==> src/rtl/bip_dbg_pkg.sv <==
// Shared definitions for the BIP debug/result link: sequencer states,
// UART framing constants and the snapshot-to-byte mapping.
package bip_dbg_pkg;

  typedef enum logic [2:0] {
    IDLE,
    START,
    DATA,
    STOP,
    DONE
  } state_t;

  localparam int unsigned FRAME_BYTES    = 6;
  localparam int unsigned UART_DATA_BITS = 8;
  localparam logic        START_BIT      = 1'b0;
  localparam logic        STOP_BIT       = 1'b1;

  // Byte idx of the report frame: acc hi/lo, pc hi/lo, cyc hi/lo.
  function automatic logic [7:0] frame_byte(
    input logic [15:0] acc,
    input logic [15:0] pc,
    input logic [15:0] cyc,
    input logic [2:0]  idx
  );
    logic [7:0] b;
    case (idx)
      3'd0:    b = acc[15:8];
      3'd1:    b = acc[7:0];
      3'd2:    b = pc[15:8];
      3'd3:    b = pc[7:0];
      3'd4:    b = cyc[15:8];
      3'd5:    b = cyc[7:0];
      default: b = 8'h00;
    endcase
    return b;
  endfunction

endpackage

==> src/rtl/uart_tx_byte.sv <==
// UART 8N1 byte transmitter. A byte is accepted on any edge where start and
// ready are both high; ready is also raised during the final clock of the
// stop bit so consecutive bytes follow with no idle gap.
module uart_tx_byte
  import bip_dbg_pkg::*;
#(
  parameter int unsigned BAUD_DIV = 5208
) (
  input  logic                      clk,
  input  logic                      reset,
  input  logic                      start,
  input  logic [UART_DATA_BITS-1:0] data,
  output logic                      ready,
  output logic                      bit_end,
  output logic                      tx
);

  localparam int unsigned          CNT_W    = $clog2(BAUD_DIV);
  localparam logic [CNT_W-1:0]     CNT_LAST = CNT_W'(BAUD_DIV - 1);
  localparam int unsigned          FRAME_W  = UART_DATA_BITS + 2;

  logic [FRAME_W-1:0] shreg;
  logic [3:0]         bits_left;
  logic [CNT_W-1:0]   baud_cnt;

  assign bit_end = (bits_left != '0) && (baud_cnt == CNT_LAST);
  assign ready   = (bits_left == '0) || ((bits_left == 4'd1) && (baud_cnt == CNT_LAST));
  assign tx      = shreg[0];

  // Load a framed byte or shift one bit out every BAUD_DIV clocks; ones fill
  // from the top so the line idles high once the stop bit has gone out.
  always_ff @(posedge clk) begin
    if (reset) begin
      shreg     <= '1;
      bits_left <= '0;
      baud_cnt  <= '0;
    end else if (start && ready) begin
      shreg     <= {STOP_BIT, data, START_BIT};
      bits_left <= 4'(FRAME_W);
      baud_cnt  <= '0;
    end else if (bits_left != '0) begin
      if (baud_cnt == CNT_LAST) begin
        baud_cnt  <= '0;
        shreg     <= {1'b1, shreg[FRAME_W-1:1]};
        bits_left <= bits_left - 4'd1;
      end else begin
        baud_cnt <= baud_cnt + CNT_W'(1);
      end
    end
  end

endmodule

==> src/rtl/bip_result_tx.sv <==
// Host-facing BIP result readout: on the first halt rising edge, snapshots
// accumulator, PC and run-cycle count and sends them as a 6-byte UART frame.
module bip_result_tx
  import bip_dbg_pkg::*;
#(
  parameter int unsigned BAUD_DIV = 5208,
  parameter int unsigned ACC_W    = 16,
  parameter int unsigned PC_W     = 11,
  parameter int unsigned CYC_W    = 16
) (
  input  logic             clk,
  input  logic             reset,
  input  logic             halt,
  input  logic [ACC_W-1:0] acumulador,
  input  logic [PC_W-1:0]  pc,
  output logic             tx,
  output logic             busy,
  output logic             done
);

  localparam logic [2:0] LAST_IDX = 3'(FRAME_BYTES - 1);
  localparam logic [2:0] LAST_BIT = 3'(UART_DATA_BITS - 1);

  state_t           state, state_next;
  logic             halt_q;
  logic [CYC_W-1:0] cyc;
  logic [ACC_W-1:0] snap_acc;
  logic [PC_W-1:0]  snap_pc;
  logic [CYC_W-1:0] snap_cyc;
  logic [2:0]       byte_idx;
  logic [2:0]       bit_cnt;
  logic             trigger;
  logic             more_bytes;
  logic             byte_start;
  logic [7:0]       byte_data;
  logic             ready;
  logic             bit_end;

  assign trigger    = (state == IDLE) && halt && !halt_q;
  assign more_bytes = byte_idx < LAST_IDX;
  assign byte_start = trigger || ((state == STOP) && ready && more_bytes);

  // Byte 0 is taken from the live inputs so the start bit leaves on the
  // trigger edge itself; later bytes come from the held snapshot.
  always_comb begin
    byte_data = 8'h00;
    if (state == IDLE)
      byte_data = frame_byte(16'(acumulador), 16'(pc), 16'(cyc), 3'd0);
    else
      byte_data = frame_byte(16'(snap_acc), 16'(snap_pc), 16'(snap_cyc), byte_idx + 3'd1);
  end

  // State register.
  always_ff @(posedge clk) begin
    if (reset) state <= IDLE;
    else       state <= state_next;
  end

  // Next-state logic: follows the transmitter through start, data and stop bits.
  always_comb begin
    state_next = state;
    case (state)
      IDLE:    if (trigger) state_next = START;
      START:   if (bit_end) state_next = DATA;
      DATA:    if (bit_end && (bit_cnt == LAST_BIT)) state_next = STOP;
      STOP:    if (ready) state_next = more_bytes ? START : DONE;
      DONE:    state_next = DONE;
      default: state_next = IDLE;
    endcase
  end

  // Status outputs decoded from state.
  always_comb begin
    busy = (state == START) || (state == DATA) || (state == STOP);
    done = (state == DONE);
  end

  // Halt edge detector and saturating run-cycle counter.
  always_ff @(posedge clk) begin
    if (reset) begin
      halt_q <= 1'b0;
      cyc    <= '0;
    end else begin
      halt_q <= halt;
      if ((state == IDLE) && !halt && (cyc != '1))
        cyc <= cyc + CYC_W'(1);
    end
  end

  // Snapshot capture, byte index and data-bit counter.
  always_ff @(posedge clk) begin
    if (reset) begin
      snap_acc <= '0;
      snap_pc  <= '0;
      snap_cyc <= '0;
      byte_idx <= '0;
      bit_cnt  <= '0;
    end else begin
      if (trigger) begin
        snap_acc <= acumulador;
        snap_pc  <= pc;
        snap_cyc <= cyc;
        byte_idx <= '0;
      end else if ((state == STOP) && ready && more_bytes) begin
        byte_idx <= byte_idx + 3'd1;
      end
      if (state == START)
        bit_cnt <= '0;
      else if ((state == DATA) && bit_end)
        bit_cnt <= bit_cnt + 3'd1;
    end
  end

  uart_tx_byte #(
    .BAUD_DIV(BAUD_DIV)
  ) u_tx (
    .clk     (clk),
    .reset   (reset),
    .start   (byte_start),
    .data    (byte_data),
    .ready   (ready),
    .bit_end (bit_end),
    .tx      (tx)
  );

endmodule
==> config.mk <==
export PLATFORM = sky130hd
export DESIGN_NAME = bip_result_tx
export DESIGN_NICKNAME = d
export VERILOG_FILES = /design/src/rtl/bip_dbg_pkg.sv /design/src/rtl/uart_tx_byte.sv /design/src/rtl/bip_result_tx.sv
export SDC_FILE = /design/constraint.sdc
export NUM_CORES = 1
export LEC_CHECK = 0
export BUFFER_PORTS_ARGS = -buffer_cell sky130_fd_sc_hd__buf_4
export CORE_AREA = 2 2 147 77
export CTS_CLUSTER_SIZE = 12
export DETAILED_ROUTE_END_ITERATION = 10
export DIE_AREA = 0 0 149 79
export PLACE_DENSITY = 0.62
export SYNTH_ARGS = -nofsm -noshare
export SYNTH_HDL_FRONTEND = slang
export SYNTH_HIERARCHICAL = 1
export SYNTH_SLANG_ARGS = --single-unit
==> constraint.sdc <==
create_clock -name clk -period 3.6 [get_ports clk]
set_input_delay 0.18 -clock clk [delete_from_list [all_inputs] [get_ports clk]]
set_output_delay 0.18 -clock clk [all_outputs]
set_load 0.005 [all_outputs]
==> impl_results.rst <==
.. list-table::
   :header-rows: 1

   * - Metric
     - Value
   * - Outcome
     - finished, final reports clean
   * - Hold crit path type
     - in2reg
   * - Startpoint kind of the worst setup timing path
     - register
   * - Pin count of the biggest net entering global routing
     - 81
   * - Cell with the most instances on the worst path
     - nand2_1
   * - Area growth from synthesis to layout
     - 12.39%
   * - GRT Residual Overflow
     - 0
   * - Number of buffers inserted by hold repair at cts
     - 0
   * - Power per cell area
     - 434.8 nW/um^2
   * - Vertical die dimension
     - 79 um
   * - Cell with the largest stage delay on the worst path
     - dfxtp_1
   * - Clock period minus worst slack
     - 2.929 ns
   * - Endpoints failing hold
     - 0
   * - Post-CTS repair timing setup buffer count
     - 0
   * - Core Box Area
     - 10610 um^2
   * - Simple-gate share of the synthesized area
     - 0.2513
   * - Most frequent cell after synthesis
     - nand2_1
   * - Clk Latency, worst-skew pair
     - 0.35 ns
   * - Top cells by count, synth
     - nand2_1, dfxtp_1, a21oi_1, nor2_1, clkbuf_1
   * - Number of rows created at floorplan
     - 27
   * - Number of nets in the layout
     - 605
   * - Relative contribution of sequential cells to total power
     - 0.491
   * - Number of synthesized register bits
     - 95
   * - Post_cts resized
     - 0
   * - Maximum level of the CTS H-tree
     - 3
   * - Setup violators final
     - 0
   * - Biggest area consumer among synthesized cells
     - dfxtp_1
   * - TNS Setup
     - 0 ns
   * - Complex-gate fraction of the synthesized area
     - 0.1817
   * - Total length of routed met2 wires
     - 4171 um
   * - Number of iterations in the first detailed-routing pass
     - 5
   * - # fillers
     - 1041
   * - CP Class
     - reg2reg
   * - Net Switching
     - 604.3 uW
   * - Achievable frequency
     - 341.4 MHz
   * - Placed wire-length estimate
     - 8048 um
   * - Internal
     - 1660 uW
   * - Die Wd
     - 149 um
   * - Part of the cycle the worst path needs
     - 0.8136
   * - Share of cells above drive strength 1
     - 0.1320
   * - Worst slack after detailed placement
     - 0.7066 ns
   * - Detail Route met3 WL
     - 713 um
   * - Number of nets produced by synthesis
     - 591
   * - Share of the synthesized area in the top cell type
     - 0.4104
   * - # diodes
     - 0
   * - Count of routing violations after the opening detailed-route iteration
     - 345
   * - Mux cell area share after synthesis
     - 0.04266
   * - Number of antenna violations at the first check in global routing
     - 0
   * - Final wirelength
     - 11270 um
   * - Number of remaining DRC errors
     - 0
   * - Part of the power in the clock network
     - 0.417
   * - Distinct cell type count after synthesis
     - 65
   * - Die outline area
     - 11770 um^2
   * - Post-detailed-route count of antenna-violating nets
     - 0
   * - Sequential element share of the synthesized area
     - 0.4104
   * - Summed instance area of the synthesized netlist
     - 4634 um^2
   * - Cell count after synthesis
     - 549
   * - Chain of cells forming the critical path
     - ha_1 > and4b_1 > a41oi_2 > nor3_1 > and4b_2 > nand2_1 > nand2_1 > nand2_1 > o21a_1 > a22oi_1
   * - Highest metal layer with signal wires
     - met4
   * - Comb power frac
     - 0.093
   * - Max-cap violations
     - 0
   * - Synth Flop Type
     - dfxtp_1
   * - Final weighted congestion in routability-driven placement
     - 0.8251
   * - Largest clock skew in the final design
     - 0.01133 ns
   * - Port Buf Inserts
     - 32
   * - All-layer global routing usage
     - 0.2042
   * - Clk sinks
     - 95
   * - I/O pin count
     - 33
   * - Wire length per cell
     - 15.81 um
   * - Max-Slew Margin vs Limit
     - 0.4239
   * - Share of async-settable or async-resettable flops after synthesis
     - 0
   * - Worst voltage drop across the vdd grid
     - 0.0002296 V
   * - Setup slack of the critical path after layout
     - 0.6711 ns
   * - Static Leakage
     - 0.001921 uW
   * - Synthesized area per cell
     - 8.442 um^2
   * - Setup slack of the most critical reg-to-reg path
     - 0.67 ns
   * - Fin. max-slew vios
     - 0
   * - TritonCTS clock tree
     - built
   * - Initial core utilization
     - 0.4369
   * - Number of buffers created by CTS
     - 9
   * - Endpoint required time on the critical path
     - 3.87 ns
   * - First-pass GRT wire length
     - 18950 um
   * - Switch share
     - 0.2668
   * - Synth area leaders
     - dfxtp_1, nand2_1, a21oi_1
   * - Post-synthesis share of cell area spent on xor and xnor gates
     - 0.02997
   * - Via count normalized by instance count
     - 5.581
   * - Worst setup EP type
     - register
   * - Slew at the pin closest to its max-slew limit
     - 0.8576 ns
   * - Total number of vias
     - 3979
   * - Count of flip-flops with a built-in enable after synthesis
     - 0
   * - RSZ-0062 raised after global routing
     - false
   * - Max clock buf depth
     - 2
   * - Sequential cell area
     - 1902 um^2
   * - Delay of the slowest cell on the worst path
     - 0.38 ns
   * - Critical Path Fanout Max
     - 10
   * - Ys Warns
     - 6
   * - Met1 layer wirelength in the final routing
     - 6304 um
   * - Footprint of the multi-input gates
     - 2500 um^2
   * - CTS clock-pin slew for the worst setup and hold paths
     - 0.08 ns
   * - Via count of the first global-routing pass
     - 3710
   * - Dominant combinational cell family by area after synthesis
     - simple AND/OR/NAND/NOR gates
   * - Master cell of the clock root buffer
     - clkbuf_16
   * - Data arrival time of the worst path
     - 3.20 ns
   * - Synthesized-area fraction occupied by adder cells
     - 0.03240
-- power by group through the flow --
stage,Combinational [uW],Clock [uW],Sequential [uW]
floorplan,152,0,1130
finish,210,944,1110
detailed placement,208,0,1130
global route,234,1010,1120
global placement,204,0,1130
CTS,209,967,1110
-- layer usage --
layer | track usage | vias to the layer above
met2 | 0.2673 | 118
met3 | 0.04943 | 9
met4 | 0.04952 | 0
met1 | 0.3249 | 1851
met5 | 0 | -
li1 | - | 2001
-- cell type report --
cell class	count	share of cell area
multi-input combinational	407	0.4799
inverter	13	0.009368
tap	145	0.03483
sequential	95	0.3651
clock inverter	7	0.01417
timing repair buffer	37	0.05333
clock buffer	9	0.04324
-- flip-flops by register name (all words and copies together), names as in the netlist, 3 cells and up --
name            cells
u_tx/shreg          9
state               3
u_tx/baud_cnt      13
snap_acc           16
byte_idx            3
snap_pc            11
snap_cyc           16
cyc                16
bit_cnt             3
u_tx/bits_left      4
-- worst paths after layout --
path	cells past startpoint	to	from
min reg2reg	2	snap_cyc[10]	snap_cyc[10]
max	10	u_tx/shreg[6]	u_tx/baud_cnt[0]
max reg2reg	10	u_tx/shreg[6]	u_tx/baud_cnt[0]
min	3	snap_pc[9]	pc[9]
-- cell families after synthesis --
group,after synthesis
mux,19
xor+xnor,15
compound gates,134
buf+inv,47
fa+ha+maj,12
simple gates,227
flops,95
-- worst max-delay path, delay by kind of cell, from the launching register on --
family,cells,cell delay (ns)
AND/OR/NAND/NOR,6,1.38
AO/OA/AOI/OAI,3,0.82
flip-flops,1,0.38
adder cells (fa/ha/maj),1,0.27
-- through the flow --
stage / area [um^2] / instances / hold slack [ns] / total power, uW / utilization
floorplan: 4634 / 549 / 0.3037 / 1278 / -
global placement: 4910 / 697 / 0.4320 / 1337 / 0.4628
detailed placement: 4910 / 697 / 0.4423 / 1343 / 0.4628
CTS: 5209 / 713 / 0.06365 / 2286 / 0.4910
global route: 5209 / 713 / 0.07649 / 2356 / 0.4910
finish: 5209 / 713 / 0.07093 / 2265 / 0.4910
-- cells in the final DEF (no fill, tap or decap), types with 2 or more instances in the layout --
cell type and instances:
a21boi_0 2, o21ai_0 11, or2_1 2, nor3_1 11, mux2i_1 13, a31oi_1 2, mux2_2 6, nand3_1 14
xor2_1 5, o31ai_1 8, nand2_1 105, ha_1 12, nor2b_1 2, nor3b_1 2, clkinv_4 3, dfxtp_1 95
a22oi_1 10, nor4_1 3, o21ai_1 2, or4_1 8, nand4_1 10, or3_4 2, a22o_1 6, clkbuf_16 9
inv_8 2, nand2b_1 5, or3_1 9, and4_1 3, buf_4 37, a21oi_1 70, a222oi_1 4, inv_1 13
nor2_1 32, nor4b_1 2, a221oi_1 7, or2_2 2, xnor2_1 9
No activity file was read; power rests on OpenSTA's default activity.
